[config.mk]
export PLATFORM = sky130hd
export DESIGN_NAME = demux_key_router
export DESIGN_NICKNAME = d
export VERILOG_FILES = /design/src/rtl/demux_key_pkg.sv /design/src/rtl/demux_slot.sv /design/src/rtl/demux_key_router.sv
export SDC_FILE = /design/constraint.sdc
export NUM_CORES = 1
export LEC_CHECK = 0
export ABC_AREA = 1
export BUFFER_PORTS_ARGS = -buffer_cell sky130_fd_sc_hd__buf_2
export CORE_ASPECT_RATIO = 1.1
export CORE_MARGIN = 2
export CORE_UTILIZATION = 44
export CTS_BUF_LIST = sky130_fd_sc_hd__clkbuf_4 sky130_fd_sc_hd__clkbuf_8 sky130_fd_sc_hd__clkbuf_16
export DETAILED_ROUTE_END_ITERATION = 10
export GPL_TIMING_DRIVEN = 0
export PLACE_DENSITY = 0.77
export SYNTH_ARGS = -nofsm -noshare
export SYNTH_HDL_FRONTEND = slang
export SYNTH_HIERARCHICAL = 1
export SYNTH_SLANG_ARGS = --single-unit
[constraint.sdc]
create_clock -name clk -period 1.3 [get_ports clk]
set_input_delay 0.195 -clock clk [delete_from_list [all_inputs] [get_ports clk]]
set_output_delay 0.195 -clock clk [all_outputs]
set_load 0.01 [all_outputs]
[src/rtl/demux_key_pkg.sv]
// rtl/demux_key_pkg.sv - shared types and helpers for the keyed stream demultiplexer
package demux_key_pkg;

  function automatic int pair_len(input int key_len, input int data_len);
    return key_len + data_len;
  endfunction

  typedef enum logic {
    SLOT_EMPTY = 1'b0,
    SLOT_FULL  = 1'b1
  } slot_state_t;

  // Isolates the lowest set bit so duplicate table keys resolve to the lowest channel.
  function automatic logic [31:0] lowest_onehot(input logic [31:0] v);
    return v & (~v + 32'd1);
  endfunction

endpackage

[src/rtl/demux_slot.sv]
// rtl/demux_slot.sv - one-entry output buffer with a two-state occupancy machine
module demux_slot
  import demux_key_pkg::*;
#(
  parameter int DATA_LEN = 1
) (
  input  logic                clk,
  input  logic                rst,
  input  logic                load,
  input  logic [DATA_LEN-1:0] load_data,
  input  logic                out_ready,
  output logic                out_valid,
  output logic [DATA_LEN-1:0] out_data,
  output logic                can_load
);

  slot_state_t state;

  always_ff @(posedge clk or posedge rst) begin
    if (rst) begin
      state    <= SLOT_EMPTY;
      out_data <= '0;
    end else begin
      case (state)
        SLOT_EMPTY: if (load) state <= SLOT_FULL;
        SLOT_FULL:  if (out_ready && !load) state <= SLOT_EMPTY;
        default:    state <= SLOT_EMPTY;
      endcase
      // Payload only changes on a load; a plain drain leaves the last value visible.
      if (load) out_data <= load_data;
    end
  end

  assign out_valid = (state == SLOT_FULL);
  assign can_load  = !out_valid || out_ready;

endmodule

[src/rtl/demux_key_router.sv]
// rtl/demux_key_router.sv - keyed 1-to-N stream demux; DEMUX_MISS_CNT_EN adds a saturating miss counter
module demux_key_router
  import demux_key_pkg::*;
#(
  parameter int NR_KEY   = 4,
  parameter int KEY_LEN  = 2,
  parameter int DATA_LEN = 1,
  parameter int CNT_W    = 8
) (
  input  logic                       clk,
  input  logic                       rst,
  input  logic                       in_valid,
  output logic                       in_ready,
  input  logic [KEY_LEN-1:0]         in_key,
  input  logic [DATA_LEN-1:0]        in_data,
  input  logic [NR_KEY*KEY_LEN-1:0]  key_lut,
  output logic [NR_KEY-1:0]          out_valid,
  input  logic [NR_KEY-1:0]          out_ready,
  output logic [NR_KEY*DATA_LEN-1:0] out_data,
  output logic                       miss,
  output logic [CNT_W-1:0]           miss_cnt
);

  logic [NR_KEY-1:0] hit;
  logic [NR_KEY-1:0] sel;
  logic [NR_KEY-1:0] can_load;
  logic [NR_KEY-1:0] load;
  logic              any_hit;
  logic              accept;
  logic              drop;

  for (genvar n = 0; n < NR_KEY; n++) begin : g_match
    assign hit[n] = (in_key == key_lut[KEY_LEN*(n+1)-1 -: KEY_LEN]);
  end

  assign sel     = NR_KEY'(lowest_onehot(32'(hit)));
  assign any_hit = |hit;
  // Unmatched beats are always taken so they never block the stream.
  assign in_ready = any_hit ? |(sel & can_load) : 1'b1;
  assign accept   = in_valid && in_ready;
  assign drop     = in_valid && !any_hit;
  assign load     = accept ? sel : '0;

  for (genvar n = 0; n < NR_KEY; n++) begin : g_slot
    demux_slot #(.DATA_LEN(DATA_LEN)) u_slot (
      .clk       (clk),
      .rst       (rst),
      .load      (load[n]),
      .load_data (in_data),
      .out_ready (out_ready[n]),
      .out_valid (out_valid[n]),
      .out_data  (out_data[DATA_LEN*(n+1)-1 -: DATA_LEN]),
      .can_load  (can_load[n])
    );
  end

  always_ff @(posedge clk or posedge rst) begin
    if (rst) miss <= 1'b0;
    else     miss <= drop;
  end

`ifdef DEMUX_MISS_CNT_EN
  localparam logic [CNT_W-1:0] CNT_MAX = '1;

  always_ff @(posedge clk or posedge rst) begin
    if (rst)                             miss_cnt <= '0;
    else if (drop && miss_cnt != CNT_MAX) miss_cnt <= miss_cnt + 1'b1;
  end
`else
  assign miss_cnt = '0;
`endif

endmodule

Word level (Yosys, flattened, before mapping)
Cells that the tools add are included.
{ "word_totals": {"rom_bits": 0, "n_memories": 0, "latchBits": 0, "ramBits": 0, "ff_bits": 9, "elab_cells": 56, "out_inout_bits": 18, "input_bits": 18} }
{ "classes": {"n_reduce_logical": 21, "addsub": 1, "n_div": 0, "n_mux": 14, "bitwise_logic": 7, "eq_ne": 4, "mul": 0, "shift": 0, "magnitude_cmp": 0} }
{ "op_table": {"columns": ["op", "count"], "rows": [
  ["logical NOT 1 bit", 9],
  ["two-way mux 1 bit", 9],
  ["AND 4 bit", 2],
  ["== test 2 bit", 4],
  ["one-hot mux 1 bit (2 select lines)", 4],
  ["OR reduction 4 bit", 2],
  ["logical AND 1 bit", 6],
  ["adder 4 x 1 -> 4 bit (second input constant)", 1],
  ["logical OR 1 bit", 4],
  ["two-way mux 4 bit", 1],
  ["inverter 1 bit", 4],
  ["inverter 4 bit", 1]
]} }

Longest topological paths before layout
{ "logic_depth": {"word_depth": 13, "depth_mapped": 13} }

By module
The synthesis kept the hierarchy.
{ "modules_own_cells": {"columns": ["mod", "instances", "cells_each", "area_each_um2"], "rows": [
  ["demux_key_router", 1, 78, 396.6],
  ["demux_slot", 4, 10, 82.6]
]} }

Worst setup path before layout
No wires, ideal clock.
{ "synth_timing": {"path_kind": "input to register", "from": "in in_key[0]", "to": "reg g_slot[2].u_slot.out_data", "required_time_ns": 1.183, "t_arrival_ns": 1.085, "path_stages": 13, "path_buffers": 0, "setup_ns": 0.117, "path_slack_ns": 0.098, "path_cell_list": "inv_2 > nand2_2 > nand2_2 > nand2_4 > nand2_4 > nor2_1 > nand2_1 > nand3_2 > nand2_2 > nor2_1 > inv_1 > nand2_1 > nand2_1"} }
{ "synth_between": {"elab_chain_cells": 9, "word_cells_on_any_way": 13, "cone_classes": "add/sub (1); eq/ne (4); mux (2); bitwise (3); reduce/logical (3)"} }
{ "synth_rtl": {"columns": ["item", "line", "text"], "rows": [
  ["from (decl)", "demux_key_router.sv:14", "input logic [KEY_LEN-1:0] in_key,"],
  ["== test 2 bit", "demux_key_router.sv:33", "assign hit[n] = (in_key == key_lut[KEY_LEN*(n+1)-1 -: KEY_LEN]);"],
  ["inverter 4 bit", "demux_key_pkg.sv:15", "return v & (~v + 32'd1);"],
  ["adder 4 x 1 -> 4 bit", "demux_key_pkg.sv:15", null],
  ["AND 4 bit", "demux_key_pkg.sv:15", null],
  ["AND 4 bit", "demux_key_router.sv:39", "assign in_ready = any_hit ? |(sel & can_load) : 1'b1;"],
  ["OR reduction 4 bit", "demux_key_router.sv:39", null],
  ["two-way mux 1 bit *", "demux_key_router.sv:39", null],
  ["net in_ready", "demux_key_router.sv:13", "output logic in_ready,"],
  ["logical AND 1 bit *", "demux_key_router.sv:40", "assign accept = in_valid && in_ready;"],
  ["two-way mux 4 bit *", "demux_key_router.sv:42", "assign load = accept ? sel : '0;"],
  ["net load[2]", "demux_key_router.sv:27", "logic [NR_KEY-1:0] load;"],
  ["to (signal assigned)", "demux_slot.sv:30", "if (load) out_data <= load_data;"],
  ["to (decl)", "demux_slot.sv:13", "output logic [DATA_LEN-1:0] out_data,"]
]} }
Mark *: on every way through the listed nets, which the timed path passes. The rest lies on a longest branch.
A chain may end at the register's enable or synchronous reset.

Final worst setup path
{ "layout_timing": {"from": "reg g_slot[1].u_slot.state", "to": "out in_ready"} }
{ "layout_between": {"elab_chain_cells": 5} }
{ "layout_rtl": {"columns": ["item", "line", "text"], "rows": [
  ["from (decl)", "demux_slot.sv:17", "slot_state_t state;"],
  ["from (signal assigned)", "demux_slot.sv:21", "state <= SLOT_EMPTY;"],
  ["from (signal assigned)", "demux_slot.sv:25", "SLOT_EMPTY: if (load) state <= SLOT_FULL;"],
  ["from (signal assigned)", "demux_slot.sv:26", "SLOT_FULL: if (out_ready && !load) state <= SLOT_EMPTY;"],
  ["logical NOT 1 bit", "demux_slot.sv:35", "assign can_load = !out_valid || out_ready;"],
  ["logical OR 1 bit", "demux_slot.sv:35", null],
  ["net can_load[1]", "demux_key_router.sv:26", "logic [NR_KEY-1:0] can_load;"],
  ["AND 4 bit", "demux_key_router.sv:39", null],
  ["OR reduction 4 bit", "demux_key_router.sv:39", null],
  ["two-way mux 1 bit", "demux_key_router.sv:39", null],
  ["to (decl)", "demux_key_router.sv:13", null]
]} }
The timed path passes the listed nets, and every way through them passes these cells.

==> results.sh <==
export IMPL_crit_type="reg2out"
export IMPL_clockBufferDepth=2
export IMPL_netlist_area_sq_um=727
export IMPL_pre_cts_ws_ps=-164
export IMPL_drive_gt1_frac=0.453
export IMPL_drt_pass1_iterations=4
export IMPL_finalSetupViolCount=1
export IMPL_p_per_area_nw_per_um2=944
export IMPL_place_congestion=0.747
export IMPL_clk_latency_ps=260
export IMPL_p_seq_frac=0.363
export IMPL_drcViolationCount=0
export IMPL_clkPwrFrac=0.230
export IMPL_r2r_slack_ps=20
export IMPL_cts_buffers_inserted=3
export IMPL_power_share_switching=0.351
export IMPL_r2r_end="g_slot[3].u_slot/out_data"
export IMPL_io_pins=36
export IMPL_p_leak_nw=0.691
export IMPL_ir_drop_mv=0.782
export IMPL_drt_iter0_drc=11
export IMPL_cp_arrival_ps=1110
export IMPL_die_y_um=46.6
export IMPL_numPortBuffers=27
export IMPL_power_switching_mw=0.353
export IMPL_fin_crit_sh=1.00
export IMPL_dieArea_sq_um=1990
export IMPL_critical_path_slowest_cell="dfrtp_1"
export IMPL_drv_slew=0
export IMPL_placed_area_sq_um=910
export IMPL_h_tree_depth=1
export IMPL_finalCriticalPeriod_ps=1300
export IMPL_path_cells="nand2_2, nand3_2, nand2_2, nor2_2, nand3_2, buf_6"
export IMPL_ys_ff_latch=9
export IMPL_chipWidth_um=42.8
export IMPL_path_clk_slew_ps=60
export IMPL_violations="negative setup slack"
export IMPL_grt_max_degree=7
export IMPL_final_cell_area_sq_um=1060
export IMPL_cts_sinks=9
export IMPL_cp_start_kind="flop"
export IMPL_rsz0062_at_grt="yes"
export IMPL_ys_seq_area_frac=0.310
export IMPL_worstPathMaxFanout=2
export IMPL_wl_per_cell_um=9.87
export IMPL_rows=15
export IMPL_combPwrFrac=0.407
export IMPL_grt_ovfl_total=0
export IMPL_max_freq_mhz=769
export IMPL_reg2reg_from="g_slot[1].u_slot/out_valid"
export IMPL_cap_violations=0
export IMPL_skew_ps=4.59
export IMPL_cpPeakStageDelay_ps=360
export IMPL_finalNonFillerCells=176
export IMPL_fin_tns_setup_ps=-0.988
export IMPL_grtUsageTotal=0.173
export IMPL_grt_pass1_vias=681
export IMPL_status="finished with violations"
export IMPL_cts_root_buf="clkbuf_4"
export IMPL_cp_startpoint="g_slot[1].u_slot/out_valid"
export IMPL_hold_viol_final=0
export IMPL_antenna_found_initial=0
export IMPL_layout_common_cells="43 x nand2_1, 24 x buf_2, 23 x inv_1"
export IMPL_n_antenna_cell=0
export IMPL_detail_route_vias_per_cell=4.33
export IMPL_place_hpwl_um=1260
export IMPL_cts_tree="yes"
export IMPL_wl_um=1740
export IMPL_place_inst=169
export IMPL_ys_types=13
export IMPL_layout_nets=178
export IMPL_setup_ws_ps=-0.988
export IMPL_ant_nets=0
export IMPL_p_int_mw=0.652
export IMPL_syn_area_per_cell_sq_um=6.16
export IMPL_syn_inst=118
export IMPL_fin_util=0.684
export IMPL_coreArea_sq_um=1560
export IMPL_hp_class="in2reg"
export IMPL_worst_hold_slack_ps=194
export IMPL_finalPower_mw=1.01
export IMPL_syn_to_final_growth_pct=46.5
export IMPL_synth_warnings=6
export IMPL_endpoint="in_ready"
export IMPL_layout_commonest_cell="nand2_1"
export IMPL_reg2reg_depth=11
export IMPL_num_vias=762
export IMPL_initial_core_util=0.467
export IMPL_grt_pass1_wl_um=2590
export IMPL_crit_required_ps=1110
export IMPL_cp_end_kind="output pin"
==> power groups by stage <==
stage,clock network [mW],logic (mW),registers (mW)
after global placement,0,0.321,0.367
after detailed placement,0,0.330,0.370
final,0.231,0.409,0.365
after floorplan,0,0.179,0.398
after global routing,0.263,0.456,0.369
after CTS,0.241,0.354,0.365
==> cell type report <==
class | count | area, sq um
Buffer | 8 | 60.1
Clock buffer | 4 | 30.0
Fill cell | 128 | 493
Inverter | 26 | 103
Multi-Input combinational cell | 82 | 447
Sequential cell | 9 | 225
Tap cell | 17 | 21.3
Timing Repair Buffer | 30 | 179
==> metal layers <==
layer / up-vias / wire [um] / part of all wire / global-route usage
met2: 25 / 999 / 0.58 / 0.339
met5: - / 0 / 0 / 0
met4: 0 / 11 / 0.0063 / 0.0375
met1: 333 / 634 / 0.36 / 0.175
met3: 2 / 91 / 0.052 / 0.0627
li1: 402 / - / - / -
==> cell usage after synthesis <==
library cell	number	area share
nand2_1	47	0.24
inv_1	24	0.12
dfrtp_1	9	0.31
nand2_2	9	0.077
buf_4	8	0.083
nor2_1	8	0.041
nand3_1	4	0.028
nand2_4	3	0.046
inv_2	2	0.010
conb_1	1	0.0052
nand3_2	1	0.014
nor2_2	1	0.0086
nor3b_1	1	0.010
==> how the worst min path moves through the flow <==
| stage | start | to | slack [ps] | cells after the start |
|---|---|---|---|---|
| 2_1_floorplan | rst | miss | -80 | 1 |
| 6_report | out_ready[3] | g_slot[3].u_slot/out_valid | 190 | 4 |
| 5_1_grt | in_data | g_slot[3].u_slot/out_data | 190 | 3 |
| 4_1_cts | out_ready[3] | g_slot[3].u_slot/out_valid | 170 | 4 |
| 3_5_place_dp | rst | miss | 90 | 2 |
| 3_3_place_gp | rst | miss | 90 | 2 |
==> state kept, by name, summed over array words and instances, names as in the netlist <==
name,count
miss,1
g_slot.u_slot/out_valid,4
g_slot.u_slot/out_data,4
==> kinds of logic (layout without fill, tap and decap cells) <==
kind of cell | Yosys count | count (layout) | synth area share
buf+inv | 34 | 68 | 0.217
flops | 9 | 9 | 0.310
other cells | 1 | 8 | 0.00516
simple gates | 74 | 74 | 0.468
==> timing repair <==
item / CTS / global route
hold buffers: 1 / 0
endpoints found under the setup margin: 1 / 9
endpoints found under the hold margin: 9 / 0
gates resized for setup: 4 / 26
setup buffers: 1 / 1
pin swaps: 0 / 4
==> critical path, delay by kind of cell, from the launching register on <==
family	cells	cell delay, ps
buffers and inverters	1	130
flip-flops	1	360
AND/OR/NAND/NOR	5	360
Power figures use the tool's default switching activity.
